**src/rtl/music_sequencer_pkg.sv**
```systemverilog
// Shared definitions for the music sequencer: note base frequencies,
// the silence tone, the sequencer state set and the tempo_sel encoding.
package music_sequencer_pkg;

    localparam int TONE_W = 32;

    // A tone this high is inaudible, so it doubles as "no note playing".
    localparam logic [TONE_W-1:0] SILENCE_HZ = 32'd20000;

    // Base (lowest octave) frequencies for note indices 1..7.
    localparam logic [TONE_W-1:0] FREQ_N1 = 32'd277;
    localparam logic [TONE_W-1:0] FREQ_N2 = 32'd294;
    localparam logic [TONE_W-1:0] FREQ_N3 = 32'd330;
    localparam logic [TONE_W-1:0] FREQ_N4 = 32'd370;
    localparam logic [TONE_W-1:0] FREQ_N5 = 32'd392;
    localparam logic [TONE_W-1:0] FREQ_N6 = 32'd440;
    localparam logic [TONE_W-1:0] FREQ_N7 = 32'd494;

    typedef enum logic [1:0] {
        ST_IDLE  = 2'd0,
        ST_PLAY  = 2'd1,
        ST_PAUSE = 2'd2,
        ST_DONE  = 2'd3
    } seq_state_e;

    typedef enum logic [1:0] {
        TEMPO_X1   = 2'd0,
        TEMPO_X2   = 2'd1,
        TEMPO_X4   = 2'd2,
        TEMPO_HALF = 2'd3
    } tempo_e;

    // Indices outside 1..7 carry no note and must never be octave-shifted.
    function automatic logic isSilentIndex(input logic [3:0] index);
        return (index == 4'd0) || (index > 4'd7);
    endfunction

endpackage

```
**src/rtl/note_freq_lut.sv**
```systemverilog
// Combinational lookup from a 4-bit note index to its base frequency in Hz.
module note_freq_lut
    import music_sequencer_pkg::*;
(
    input  logic [3:0]        i_index,
    output logic [TONE_W-1:0] o_freq
);

    // Unused indices fall through to silence.
    always_comb begin
        o_freq = SILENCE_HZ;
        case (i_index)
            4'd1:    o_freq = FREQ_N1;
            4'd2:    o_freq = FREQ_N2;
            4'd3:    o_freq = FREQ_N3;
            4'd4:    o_freq = FREQ_N4;
            4'd5:    o_freq = FREQ_N5;
            4'd6:    o_freq = FREQ_N6;
            4'd7:    o_freq = FREQ_N7;
            default: o_freq = SILENCE_HZ;
        endcase
    end

endmodule

```
**src/rtl/music_sequencer.sv**
```systemverilog
// Beat sequencer: steps a song ROM address at a selectable tempo and turns
// each channel's note code into a registered tone frequency.
module music_sequencer
    import music_sequencer_pkg::*;
#(
    parameter int BEAT_W        = 8,
    parameter int SONG_LEN      = 256,
    parameter int CLK_HZ        = 100_000_000,
    parameter int BEATS_PER_SEC = 8,
    parameter int NUM_CH        = 2
)(
    input  logic                       clk,
    input  logic                       rst_n,
    input  logic                       play,
    input  logic                       stop,
    input  logic                       loop,
    input  logic [1:0]                 tempo_sel,
    input  logic [1:0]                 transpose,
    input  logic [6*NUM_CH-1:0]        note_code,
    output logic [BEAT_W-1:0]          beat_num,
    output logic [TONE_W*NUM_CH-1:0]   tone,
    output logic                       playing,
    output logic                       done
);

    localparam int BASE_PERIOD = CLK_HZ / BEATS_PER_SEC;
    localparam int PER_X1      = (BASE_PERIOD < 1) ? 1 : BASE_PERIOD;
    localparam int PER_X2      = (PER_X1 / 2 < 1) ? 1 : PER_X1 / 2;
    localparam int PER_X4      = (PER_X1 / 4 < 1) ? 1 : PER_X1 / 4;
    localparam int PER_HALF    = 2 * PER_X1;
    localparam int DIV_W       = $clog2(PER_HALF + 1);

    localparam logic [BEAT_W-1:0] LAST_BEAT = BEAT_W'(SONG_LEN - 1);

    seq_state_e          r_state;
    seq_state_e          w_nextState;
    logic [DIV_W-1:0]    r_div;
    logic [DIV_W-1:0]    w_periodM1;
    logic [BEAT_W-1:0]   r_beatNum;
    logic                r_done;
    logic                w_tick;
    logic                w_lastBeat;
    logic                w_doneNext;

    // Terminal divider value for the selected tempo.
    always_comb begin
        w_periodM1 = DIV_W'(PER_X1 - 1);
        case (tempo_e'(tempo_sel))
            TEMPO_X1:   w_periodM1 = DIV_W'(PER_X1 - 1);
            TEMPO_X2:   w_periodM1 = DIV_W'(PER_X2 - 1);
            TEMPO_X4:   w_periodM1 = DIV_W'(PER_X4 - 1);
            TEMPO_HALF: w_periodM1 = DIV_W'(PER_HALF - 1);
            default:    w_periodM1 = DIV_W'(PER_X1 - 1);
        endcase
    end

    // State register.
    always_ff @(posedge clk or negedge rst_n) begin
        if (!rst_n) r_state <= ST_IDLE;
        else        r_state <= w_nextState;
    end

    // Next state and tick decode; >= lets a tempo speed-up mid-count tick at once.
    always_comb begin
        w_nextState = r_state;
        w_lastBeat  = (r_beatNum == LAST_BEAT);
        w_tick      = (r_state == ST_PLAY) && play && !stop && (r_div >= w_periodM1);
        w_doneNext  = w_tick && w_lastBeat && !loop;
        if (stop) begin
            w_nextState = ST_IDLE;
        end else begin
            case (r_state)
                ST_IDLE:  if (play) w_nextState = ST_PLAY;
                ST_PLAY: begin
                    if (!play)           w_nextState = ST_PAUSE;
                    else if (w_doneNext) w_nextState = ST_DONE;
                end
                ST_PAUSE: if (play)  w_nextState = ST_PLAY;
                ST_DONE:  if (!play) w_nextState = ST_IDLE;
                default:  w_nextState = ST_IDLE;
            endcase
        end
    end

    // Beat address, tempo divider and end-of-song pulse; pause simply holds.
    always_ff @(posedge clk or negedge rst_n) begin
        if (!rst_n) begin
            r_beatNum <= '0;
            r_div     <= '0;
            r_done    <= 1'b0;
        end else begin
            r_done <= w_doneNext;
            if (w_nextState == ST_IDLE) begin
                r_beatNum <= '0;
                r_div     <= '0;
            end else if (w_tick) begin
                r_div <= '0;
                if (!w_lastBeat)  r_beatNum <= r_beatNum + BEAT_W'(1);
                else if (loop)    r_beatNum <= '0;
            end else if ((r_state == ST_PLAY) && (w_nextState == ST_PLAY)) begin
                r_div <= r_div + DIV_W'(1);
            end
        end
    end

    genvar ch;
    generate
        for (ch = 0; ch < NUM_CH; ch++) begin : g_ch
            logic [3:0]        w_index;
            logic [1:0]        w_octave;
            logic [2:0]        w_shift;
            logic [TONE_W-1:0] w_base;
            logic [TONE_W-1:0] w_tone;
            logic [TONE_W-1:0] r_tone;

            assign w_index  = note_code[6*ch +: 4];
            assign w_octave = note_code[6*ch+4 +: 2];
            assign w_shift  = {1'b0, w_octave} + {1'b0, transpose};

            note_freq_lut u_lut (
                .i_index (w_index),
                .o_freq  (w_base)
            );

            assign w_tone = isSilentIndex(w_index) ? SILENCE_HZ : (w_base << w_shift);

            // Keyed off the next state so leaving PLAY goes silent immediately.
            always_ff @(posedge clk or negedge rst_n) begin
                if (!rst_n)                       r_tone <= SILENCE_HZ;
                else if (w_nextState == ST_PLAY)  r_tone <= w_tone;
                else                              r_tone <= SILENCE_HZ;
            end

            assign tone[TONE_W*ch +: TONE_W] = r_tone;
        end
    endgenerate

    assign beat_num = r_beatNum;
    assign playing  = (r_state == ST_PLAY);
    assign done     = r_done;

endmodule

```
**config.mk**
```make
export PLATFORM = sky130hd
export DESIGN_NAME = music_sequencer
export DESIGN_NICKNAME = d
export VERILOG_FILES = /design/src/rtl/music_sequencer_pkg.sv /design/src/rtl/note_freq_lut.sv /design/src/rtl/music_sequencer.sv
export SDC_FILE = /design/constraint.sdc
export NUM_CORES = 1
export LEC_CHECK = 0
export ABC_AREA = 1
export CORE_ASPECT_RATIO = 0.9
export CORE_MARGIN = 4
export CORE_UTILIZATION = 55
export DETAILED_ROUTE_END_ITERATION = 12
export MAX_ROUTING_LAYER = met4
export PLACE_DENSITY = 0.79
export SETUP_SLACK_MARGIN = 0.1
export SYNTH_ARGS = -nofsm -noshare
export SYNTH_HDL_FRONTEND = slang
export SYNTH_HIERARCHICAL = 1
export SYNTH_SLANG_ARGS = --single-unit
```
**constraint.sdc**
```tcl
create_clock -name clk -period 4.2 [get_ports clk]
set_input_delay 1.05 -clock clk [delete_from_list [all_inputs] [get_ports clk]]
set_output_delay 1.05 -clock clk [all_outputs]
set_load 0.01 [all_outputs]
```
==> results list <==
- HPWL after DPL: 14.4 mm
- Max-cap violation count: 0
- The via count of the first global-routing pass is 6,670.
- Length in cells of the worst reg-to-reg path: 13
* Number of buffers inserted during clock tree synthesis: 9
- Result of the run: completed
- Across every metal layer, demand over resource in global routing totals 25.3%.
* Leftover overflow at the end of global routing: 0
- Netlist Area Pre-Place: 7680 um^2
- Clock-pin slew reported for the worst setup and hold paths after clock tree synthesis: 0.07 ns
- Yosys warns: 6
* Placed inst area: 8540 um^2
- Vias after detailed routing: 7,259
- By area the synthesized netlist is led by sky130_fd_sc_hd__dfrtp_1 (29%), sky130_fd_sc_hd__nand2_1 (18%), sky130_fd_sc_hd__o21ai_0 (6.1%).
- At the worst endpoint, the required time is 4.50 ns.
* Std-Cell Rows: 40
- Pin placement for this block handled 95 I/O pins.
- Setup skew after layout: 0.0107 ns
* Core ar.: 13,500 um^2
- In the routed layout, each cell is associated on average with a via count of 5.24.
- In the synthesized netlist the async set-or-reset flop fraction comes to 100%.
- Wire length of the first global-routing pass: 32.3 mm
* Pin slew with the least headroom to its limit: 0.795 ns
* Leakage: 4.23 nW
- Most area-hungry cell type in the Yosys netlist: sky130_fd_sc_hd__dfrtp_1
- Per-cell routed wire length: 14.0 um
* Antenna violations before repair: 0
* Total Negative Setup Slacks: 0 ns
- Placed insts: 1,369
- The setup path with the least slack is of type in -> reg.
- Number of register bits inferred by synthesis: 100
- Power density over cell area: 279 nW/um^2
- For this run, the register share of the synthesized area comes to 32.8%.
* Fraction of final layout cells with drive strength greater than 1: 5.92%
- Total area of multi-input combinational cells: 4240 um^2
* Number of detailed-routing iterations run before antenna repair: 5
* Number of antenna repair diodes: 0
* Worst Path Arrival: 4.04 ns
- Level count of the clock H-tree: 3
* Count of hold buffers inserted by post-cts repair: 0
* M2 GR Usage: 41.9%
- The worst setup path is captured at a register.
- TritonCTS built the clock tree.
* Slew Viols, Final: 0
- In this run the tool buffered the top-level ports with 94 buffer cells.
- Met1 layer usage reported by global route: 32.8%
- Number of non-filler instances in the completed layout: 1,385
- Layout Nets: 1,259
- Post-Syn Area per Cell: 6.69 um^2
* Cts repair resizes: 0
- In the synthesized netlist the dominant register cell turns out to be sky130_fd_sc_hd__dfrtp_1.
- The later pin in the worst-skew pair is clocked with a latency of 0.36 ns.
- The smallest clock period supported by the final layout is computed as 3.74 ns.
* Number of setup buffers added after CTS: 0
- From bottom edge to top edge, the die measures 120 um.
* Global route hottest layer: met2
- Measured against its own limit, the worst slew margin works out to 46.9%.
- Sinks on Clock Net: 100
* Unrepaired setup endpoints after global routing: no
- Final instance area: 8840 um^2
* Max IR drop VDD: 0.000210 V
* Die Span X: 133 um
- The sequential cells in the finished layout cover a total of 2510 um^2.
- In the global route stage, met3 resource usage came out at 3.48%.
- Final setup violation count: 0
- Die Footprint: 15,900 um^2
- The detail route stage leaves a number of antenna-violating nets equal to 0.
* Initial cell density of the core: 56.8%
- Pin count of the biggest net entering global routing: 57
- Synthesis instantiated 42 different standard cells from the library.
- Filler Cells Inserted: 1,229
- The worst setup path is launched from an input port.
* Worst hold stages: 2
- Number of DRC markers after the initial detailed-route iteration: 648
- Count of unresolved DRC violations after routing: 0
- Most frequent cells after synthesis: sky130_fd_sc_hd__nand2_1 (364), sky130_fd_sc_hd__inv_1 (119), sky130_fd_sc_hd__nor2_1 (96)
- The top cell type by area accounts for 29.3% of the synthesized area.
* Post-route worst hold slack: 0.589 ns
- In this run, synthesis inferred 0 flip-flops with an integrated enable.
* Final number of hold-violating endpoints: 0
* Synth Instances: 1,147
* Top-count cell post-synth: sky130_fd_sc_hd__nand2_1
* Routability congestion estimate: 0.963
- Wires add up to 19.4 mm.
* CTS root buf: sky130_fd_sc_hd__clkbuf_16
* HP Class: reg -> reg
- Layout overhead on the synthesized area: 15.1%
* Maximum clock frequency: 267 MHz
* Maximum fanout count along the critical path: 11
* Clock Path Buffers: 2
- In the finished design, the share of the clock period the worst path needs comes to 89.0%.
==> final timing paths <==
check	start	end	slack [ns]
max in group asynchronous	rst_n	g_ch[0].r_tone[5]	2.61
max	tempo_sel[0]	beat_num[7]	0.46
min reg2reg	r_div[22]	r_div[22]	0.59
max reg2reg	r_div[16]	beat_num[7]	1.62
min in group asynchronous	rst_n	g_ch[1].r_tone[12]	0.73
min	r_div[22]	r_div[22]	0.59
==> per-layer routing <==
layer | vias up | wire, um
li1 | 3755 | -
met3 | 38 | 835
met4 | 0 | 378
met2 | 209 | 9290
met5 | - | 0
met1 | 3257 | 8870
==> registers in the layout, summed over array words and instances (netlist names) <==
signal       flops
r_div           25
g_ch.r_tone     64
r_state          2
beat_num         8
done             1
==> final cells by class <==
cell class / count / share of cell area, %
multi-input combinational: 863 / 48.0
inverter: 123 / 5.22
clock inverter: 6 / 0.807
clock buffer: 10 / 2.59
sequential: 100 / 28.5
tap: 168 / 2.38
timing repair buffer: 115 / 12.5
==> layout by cell type, fill, tap and decap left out, drive strengths merged, types with 11 or more instances in the layout <==
cell type,n
a21oi,50
a22oi,22
buf,22
clkdlybuf4s50,93
conb,38
dfrtp,90
ha,24
inv,123
mux2i,11
nand2,369
nand3,47
nand4,36
nor2,97
nor3,15
o21ai,95
o22ai,13
or2,16
xor2,16
==> critical path: stages <==
cell                              delay, ns
sky130_fd_sc_hd__clkdlybuf4s50_1       0.56
sky130_fd_sc_hd__inv_1                 0.14
sky130_fd_sc_hd__ha_1                  0.28
sky130_fd_sc_hd__ha_1                  0.32
sky130_fd_sc_hd__nand2_1               0.07
sky130_fd_sc_hd__nor2_1                0.10
sky130_fd_sc_hd__nand2_1               0.06
sky130_fd_sc_hd__nor2_1                0.12
sky130_fd_sc_hd__inv_1                 0.05
sky130_fd_sc_hd__nor2_1                0.08
sky130_fd_sc_hd__nand2_1               0.07
sky130_fd_sc_hd__nand4_2               0.13
sky130_fd_sc_hd__nand2_2               0.17
sky130_fd_sc_hd__inv_1                 0.28
sky130_fd_sc_hd__nand2_1               0.17
sky130_fd_sc_hd__o21ai_0               0.24
sky130_fd_sc_hd__nand3_1               0.10
sky130_fd_sc_hd__inv_1                 0.06
==> report_power, final <==
group          switching, mW  leakage (nW)  internal, mW
sequential           0.00810          1.35         0.988
combinational          0.407          2.72         0.208
clock                  0.388         0.151         0.471
==> cells by family after synthesis <==
family	share of synthesized area [%]
adder cells (fa/ha/maj)	4.43
XOR/XNOR	1.83
flip-flops	32.8
multiplexers	1.43
other	0.0978
AND/OR/NAND/NOR	32.4
AO/OA/AOI/OAI	13.3
buffers and inverters	13.7
==> per-stage QoR <==
| step | setup WS (ns) | utilization, % | total power, mW |
|---|---|---|---|
| final | 0.461 | 65.4 | 2.47 |
| after global routing | 0.186 | 65.4 | 2.60 |
| after CTS | 0.468 | 65.4 | 2.45 |
| after detailed placement | 0.117 | 63.2 | 1.60 |
| after global placement | 0.237 | 63.2 | 1.59 |
| after floorplan | 1.20 | - | 1.46 |
Note: power is estimated with default switching activity, not from simulation.
